## config.mk

```make
export PLATFORM = sky130hd
export DESIGN_NAME = fetch_stage_flat
export DESIGN_NICKNAME = d
export VERILOG_FILES = /design/src/rtl/fetch_stage_if.sv /design/src/rtl/fetch_stage.sv /design/src/flat_wrapper.sv
export SDC_FILE = /design/constraint.sdc
export NUM_CORES = 1
export LEC_CHECK = 0
export BUFFER_PORTS_ARGS = -buffer_cell sky130_fd_sc_hd__buf_4
export CAP_MARGIN = 20
export CORE_ASPECT_RATIO = 2
export CORE_MARGIN = 2
export CORE_UTILIZATION = 48
export DETAILED_ROUTE_END_ITERATION = 16
export MAX_ROUTING_LAYER = met4
export PLACE_DENSITY = 0.81
export SYNTH_ARGS = -nofsm -noshare
export SYNTH_HDL_FRONTEND = slang
export SYNTH_SLANG_ARGS = --single-unit
```

## constraint.sdc

```tcl
create_clock -name clk -period 2.6 [get_ports clk]
set_input_delay 0.52 -clock clk [delete_from_list [all_inputs] [get_ports clk]]
set_output_delay 0.52 -clock clk [all_outputs]
set_load 0.005 [all_outputs]
```

## src/rtl/fetch_stage_if.sv

```systemverilog
// Fetch-stage bus: instruction memory port, hazard/redirect controls and IF/ID outputs.
// align_exc exists only when FETCH_ALIGN_CHECK_EN is defined.
interface fetch_stage_if;
    logic [31:0] imem_addr;
    logic [31:0] imem_instr;
    logic        stall;
    logic        jump_en;
    logic [31:0] jump_target;
    logic        br_en;
    logic [31:0] br_target;
    logic        irq;
    logic        exc;
    logic        irq_taken;
    logic [31:0] if_id_instr;
    logic [31:0] if_id_pc4;
    logic        if_id_valid;
`ifdef FETCH_ALIGN_CHECK_EN
    logic        align_exc;
`endif

    modport master (
        output imem_instr, stall, jump_en, jump_target, br_en, br_target, irq, exc,
        input  imem_addr, irq_taken, if_id_instr, if_id_pc4, if_id_valid
`ifdef FETCH_ALIGN_CHECK_EN
        , input align_exc
`endif
    );

    modport slave (
        input  imem_instr, stall, jump_en, jump_target, br_en, br_target, irq, exc,
        output imem_addr, irq_taken, if_id_instr, if_id_pc4, if_id_valid
`ifdef FETCH_ALIGN_CHECK_EN
        , output align_exc
`endif
    );
endinterface

```

## src/rtl/fetch_stage.sv

```systemverilog
// MIPS instruction-fetch stage: PC register, next-PC selection and the IF/ID register.
// Optional FETCH_ALIGN_CHECK_EN turns misaligned jump/branch targets into an exception.
module fetch_stage #(
    parameter logic [31:0] RESET_PC = 32'h8000_0000,
    parameter logic [31:0] IRQ_VEC  = 32'h8000_0004,
    parameter logic [31:0] EXC_VEC  = 32'h8000_0008
) (
    input logic         clk,
    input logic         reset,
    fetch_stage_if.slave bus
);
    logic [31:0] pc;
    logic [31:0] pc_seq;
    logic [31:0] pc_next;
    logic        irq_acc;
    logic        bad_target;
    logic        redirect;

    // Bit 31 is the kernel-mode flag and is never carried into by the increment.
    assign pc_seq        = {pc[31], pc[30:0] + 31'd4};
    assign irq_acc       = bus.irq & ~pc[31] & ~bus.exc;
    assign bus.imem_addr = pc;
    assign bus.irq_taken = irq_acc & ~reset;

`ifdef FETCH_ALIGN_CHECK_EN
    logic [31:0] target;
    assign target        = bus.br_en ? bus.br_target : bus.jump_target;
    assign bad_target    = (bus.br_en | bus.jump_en) & ~bus.exc & ~irq_acc & (target[1:0] != 2'b00);
    assign bus.align_exc = bad_target & ~reset;
`else
    assign bad_target    = 1'b0;
`endif

    always_comb begin
        redirect = bus.exc | irq_acc | bus.br_en | bus.jump_en;
        pc_next  = pc_seq;
        if (bus.exc || bad_target) pc_next = EXC_VEC;
        else if (irq_acc)          pc_next = IRQ_VEC;
        else if (bus.br_en)        pc_next = bus.br_target;
        else if (bus.jump_en)      pc_next = bus.jump_target;
    end

    always_ff @(posedge clk) begin
        if (reset) begin
            pc              <= RESET_PC;
            bus.if_id_instr <= 32'd0;
            bus.if_id_pc4   <= 32'd0;
            bus.if_id_valid <= 1'b0;
        end else if (redirect) begin
            // Every redirect discards the word fetched this cycle, stall or not.
            pc              <= pc_next;
            bus.if_id_instr <= 32'd0;
            bus.if_id_pc4   <= 32'd0;
            bus.if_id_valid <= 1'b0;
        end else if (!bus.stall) begin
            pc              <= pc_seq;
            bus.if_id_instr <= bus.imem_instr;
            bus.if_id_pc4   <= pc_seq;
            bus.if_id_valid <= 1'b1;
        end
    end
endmodule

```

## src/flat_wrapper.sv

```systemverilog
// flat-port wrapper written by rule: the top's interface ports become plain ports
module fetch_stage_flat 
#(
    parameter logic [31:0] RESET_PC = 32'h8000_0000,
    parameter logic [31:0] IRQ_VEC  = 32'h8000_0004,
    parameter logic [31:0] EXC_VEC  = 32'h8000_0008
)
  (clk, reset, bus_imem_instr, bus_stall, bus_jump_en, bus_jump_target, bus_br_en, bus_br_target, bus_irq, bus_exc, bus_imem_addr, bus_irq_taken, bus_if_id_instr, bus_if_id_pc4, bus_if_id_valid);
  fetch_stage_if bus_i ();
  input logic clk;
  input logic reset;
  input wire logic [$bits(bus_i.imem_instr)-1:0] bus_imem_instr;
  input wire logic [$bits(bus_i.stall)-1:0] bus_stall;
  input wire logic [$bits(bus_i.jump_en)-1:0] bus_jump_en;
  input wire logic [$bits(bus_i.jump_target)-1:0] bus_jump_target;
  input wire logic [$bits(bus_i.br_en)-1:0] bus_br_en;
  input wire logic [$bits(bus_i.br_target)-1:0] bus_br_target;
  input wire logic [$bits(bus_i.irq)-1:0] bus_irq;
  input wire logic [$bits(bus_i.exc)-1:0] bus_exc;
  output wire logic [$bits(bus_i.imem_addr)-1:0] bus_imem_addr;
  output wire logic [$bits(bus_i.irq_taken)-1:0] bus_irq_taken;
  output wire logic [$bits(bus_i.if_id_instr)-1:0] bus_if_id_instr;
  output wire logic [$bits(bus_i.if_id_pc4)-1:0] bus_if_id_pc4;
  output wire logic [$bits(bus_i.if_id_valid)-1:0] bus_if_id_valid;
  assign bus_i.imem_instr = bus_imem_instr;
  assign bus_i.stall = bus_stall;
  assign bus_i.jump_en = bus_jump_en;
  assign bus_i.jump_target = bus_jump_target;
  assign bus_i.br_en = bus_br_en;
  assign bus_i.br_target = bus_br_target;
  assign bus_i.irq = bus_irq;
  assign bus_i.exc = bus_exc;
  assign bus_imem_addr = bus_i.imem_addr;
  assign bus_irq_taken = bus_i.irq_taken;
  assign bus_if_id_instr = bus_i.if_id_instr;
  assign bus_if_id_pc4 = bus_i.if_id_pc4;
  assign bus_if_id_valid = bus_i.if_id_valid;
  fetch_stage #(.RESET_PC(RESET_PC), .IRQ_VEC(IRQ_VEC), .EXC_VEC(EXC_VEC)) u_core (.clk(clk), .reset(reset), .bus(bus_i));
endmodule
```

# Word level (Yosys, flattened, before mapping)
# Cells that the tools add are included.
[op_classes]
add_sub_neg = 1
n_eq_ne = 1
mux = 6
n_bitwise = 9
n_reduce_logical = 3
[op_table]
columns = ["op", "n"]
rows = [
  ["$mux W32", 5],
  ["$add A31 B3 Y31 const B", 1],
  ["$mux W31", 1],
  ["$reduce_bool A4 Y1", 1],
  ["$and A1 B1 Y1", 3],
  ["$not A1 Y1", 3],
  ["$or A1 B1 Y1", 3],
  ["$ne A2 B1 Y1 const B", 1],
  ["$reduce_and A2 Y1", 1],
  ["$reduce_or A2 Y1", 1],
]
[totals]
reg_bits = 97
input_bits = 103
out_inout_bits = 98
wordCells = 25

# Depth between registers and ports, before layout
[logic_depth]
word_depth = 7
ltp_mapped = 7
ltp_nobuf = 6

# Least setup slack after synthesis
# Ideal clock, no wire load.
[synth_path]
kind = "flip-flop to flip-flop"
from = "register u_core.pc[11], in the netlist u_core.bus.imem_addr[11]"
to = "register u_core.pc[25], in the netlist u_core.bus.imem_addr[25]"
setup_time_ns = 0.133
t_arrival_ns = 1.957
required_ns = 2.467
setup_slack_ns = 0.510
path_stages_with_launch = 8
path_buffers = 2
synth_period_minus_slack_ns = 2.090
cell_sequence = "dfxtp_1 buf_2 nand3_1 or4_4 buf_6 or4_1 a21oi_1 a211oi_1"
[synth_via]
elab_chain_cells = 6
elab_cells_between_ends = 7
classes_between = "1 x add/sub; 6 x mux"
[synth_lines]
columns = ["item", "line", "text"]
rows = [
  ["start, declared", "fetch_stage.sv:12", "logic [31:0] pc;"],
  ["start signal, assigned", "fetch_stage.sv:51", "pc <= pc_next;"],
  ["start signal, assigned", "fetch_stage.sv:56", "pc <= pc_seq;"],
  ["$add A31 B3 Y31 *", "fetch_stage.sv:20", "assign pc_seq = {pc[31], pc[30:0] + 31'd4};"],
  ["$mux W32", "fetch_stage.sv:40", "else if (bus.jump_en) pc_next = bus.jump_target;"],
  ["$mux W32", "fetch_stage.sv:39", "else if (bus.br_en) pc_next = bus.br_target;"],
  ["$mux W32", "fetch_stage.sv:38", "else if (irq_acc) pc_next = IRQ_VEC;"],
  ["$mux W32", "fetch_stage.sv:37", "if (bus.exc || bad_target) pc_next = EXC_VEC;"],
  ["$mux W32 *", "fetch_stage.sv:49", "end else if (redirect) begin"],
]
# Mark *: on every way between the ends. The rest lies on a longest branch, timed or not. The select of a mux whose other input is x is not followed.
# A chain may end at the register's enable or synchronous reset.

# Worst setup path in the final report
[layout_path]
from = "register u_core.pc[2], in the netlist u_core.bus.imem_addr[2]"
to = "register u_core.pc[25], in the netlist u_core.bus.imem_addr[25]"
# The elaborated chain is that of the path after synthesis.

==> flow_summary.yaml <==
sta:
  min_period_ns: 2.259
  skew_ns: 0.005451
  finalSetupTns_ns: 0
  worst_pin_slew_ns: 0.6550
  post-route-period-util: 0.8690
  rsz0062_at_grt: "no"
  max_freq_mhz: 442.6
  slew_violations: 0
  setup_viol: 0
  slew_headroom: 0.5597
  final_hold_viol_count: 0
  hold_slack_ns: 0.4044
yosys:
  synth_top_area_share: 0.4153
  syn_inst: 542
  synth.avg_cell_area_um2: 8.627
  yosysUniqueCellTypes: 46
  synth_xor_area_frac: 0.08991
  synth_fa_ha_area_frac: 0.005352
  ys_ff_latch: 97
  synth_top_cells_by_area: "dfxtp_1 (42%), mux2i_1 (8.6%), nor2_1 (5.7%)"
  synthTopCellsByCount: "dfxtp_1 (97), nor2_1 (71), mux2i_1 (40)"
  ys_seq_area_frac: 0.4153
  syn-num-nets: 647
  yosys_warnings: 0
  synth_top_family_by_area: "simple AND/OR/NAND/NOR gates"
  async_reset_ff_frac: 0
  synth_flop_cell: "dfxtp_1"
  synth_compound_area_frac: 0.1635
  synth-edff-count: 0
  synthMuxAreaShare: 0.08804
  yosysTopAreaCell: "dfxtp_1"
  synth_area_um2: 4676
  synth_most_common_cell: "dfxtp_1"
  yosys.area_share.simple: 0.1913
flow_run:
  maxCapViolCount: 0
clocking:
  tritoncts: "built"
  clk_pin_slew_worst_paths_ns: 0.07
  cts_root_buffer: "clkbuf_16"
  clk_latency_ns: 0.34
  cts_setup_buffers: 0
  h-tree-depth: 3
  clk_path_buf_depth: 2
  ctsResizeCount: 0
  cts.sinks: 97
  cts_buffers: 9
  hold_buffers: 0
global_routing:
  grt-ovfl-total: 0
  antenna_found_initial: 0
  grt_usage: 0.2957
  grt_pass1_vias: 4872
  grt_max_degree: 38
  grt_pass1_wl_mm: 23.36
routing:
  drt-initial-drc-count: 298
  wire_per_inst_um: 17.58
  via_per_inst: 5.558
  drc_errors: 0
  routed_wl_mm: 15.12
  vias: 4780
  drt_pass1_iterations: 6
  ant_nets: 0
power_and_ir_drop:
  ir_worst_vdd_uv: 449.8
  power.switching_uw: 838.0
  comb_power_share: 0.125
  internal_power_mw: 2.531
  leakage_nw: 2.751
  p_clk_frac: 0.412
  power_density_nw_per_um2: 511.3
  swShare: 0.2488
  pwr-share-seq: 0.463
worst_setup_path:
  path_buf_inv: 0
  required_ns: 2.83
  cp-start-kind: "flop"
  critPathMaxStageDelay_ns: 0.59
  arrival_ns: 2.49
  cp-end-kind: "flop"
  path_cells: "nand2_1, or4_4, or4_1, a21oi_1, a211oi_1"
  critical_path.top_delay_family: "simple AND/OR/NAND/NOR gates"
  crit_fanout: 10
  critPathKind: "reg -> reg"
  crit_slowest_cell: "dfxtp_1"
floorplan:
  die_width_um: 73.79
  rows: 51
  dieArea_um2: 10590
  core_um2: 9635
  io_pins: 201
  dieHeight_um: 143.6
  initial_core_util: 0.4853
cells_and_area:
  diodes: 0
  num-nets-final: 828
  nFillCells: 790
  drive_above_1_share: 0.3310
  final_area_um2: 6589
  syn_to_final_growth_pct: 40.92
  postLayoutCoreUtil: 0.6838
status:
  status: "finished clean"
placement:
  port_buffers: 200
  placed_cell_area_um2: 6277
  place_hpwl_mm: 11.63
  gp_congestion: 0.9225
worst_hold_path:
  hold_path.class: "in -> reg"
[final timing paths]
kind	startpoint	end	slack [ns]	cells past startpoint
max	u_core.bus.imem_addr[2]	u_core.bus.imem_addr[25]	0.34	5
min	bus_imem_instr[25]	u_core.bus.if_id_instr[25]	0.40	3
max reg2reg	u_core.bus.imem_addr[2]	u_core.bus.imem_addr[25]	0.34	5
min reg2reg	u_core.bus.if_id_valid	u_core.bus.if_id_valid	0.47	1
[cells by family after synthesis]
| family | Yosys count |
|---|---|
| and+or+nand+nor | 176 |
| AOI/OAI and AO/OA | 126 |
| DFF | 97 |
| buffers and inverters | 52 |
| xor gates and xnor gates | 48 |
| muxes | 41 |
| adders and majority gates | 2 |
[worst register-to-register path: stages (launching register included)]
cell and delay [ns]:
dfxtp_1 0.59, nand2_1 0.25, or4_4 0.55, or4_1 0.50
a21oi_1 0.19, a211oi_1 0.07
[layout make-up]
| class | instances | area [um^2] | share of cell area |
|---|---|---|---|
| Clock buffer | 10 | 239.0 | 0.03627 |
| Inverter | 8 | 30.03 | 0.004558 |
| Clock inverter | 6 | 72.57 | 0.01101 |
| Timing Repair Buffer | 214 | 1619 | 0.2457 |
| Multi-Input combinational cell | 393 | 2521 | 0.3826 |
| Sequential cell | 97 | 1942 | 0.2947 |
| Tap cell | 132 | 165.2 | 0.02507 |
[per-stage QoR]
stage / cells / setup slack [ns] / power, mW
2_1_floorplan: 542 / 0.5099 / 1.781
3_3_place_gp: 844 / 0.4379 / 2.003
3_5_place_dp: 844 / 0.4209 / 2.012
4_1_cts: 860 / 0.3936 / 3.384
5_1_grt: 860 / 0.2680 / 3.469
6_report: 860 / 0.3406 / 3.369
[metal layers]
layer	up-vias	global-route usage	wire, um
met4	0	0.1684	694
met3	51	0.04208	739
met5	-	-	0
met1	2180	0.3089	5573
li1	2300	-	-
met2	249	0.5141	8108
[layout by cell type, fill, tap and decap left out, types with 3 or more instances in the layout]
cell and count:
nand3_1 16, nand2_1 21, mux2i_1 40, clkbuf_16 9, xor2_1 21, and3_1 5, nor4_1 8, a22oi_1 25
dfxtp_1 97, o21ai_0 28, and4_1 3, a211oi_1 7, inv_1 8, nand4_1 12, xnor2_1 27, a21oi_1 34
o22ai_1 22, nor3_1 16, nand2b_1 4, nor2_1 71, inv_6 3, buf_4 213
[power by group through the flow]
stage	sequential, mW	clock, mW	combinational [mW]
CTS	1.56	1.40	0.422
global route	1.56	1.45	0.456
finish	1.56	1.39	0.421
detailed placement	1.59	0	0.420
global placement	1.59	0	0.413
floorplan	1.58	0	0.199
[registers in the layout, indices dropped and copies added (netlist names)]
| name | count |
|---|---|
| u_core.bus.if_id_instr | 32 |
| u_core.bus.if_id_pc4 | 32 |
| u_core.bus.imem_addr | 32 |
| u_core.bus.if_id_valid | 1 |
(Power assumes the default switching activity.)
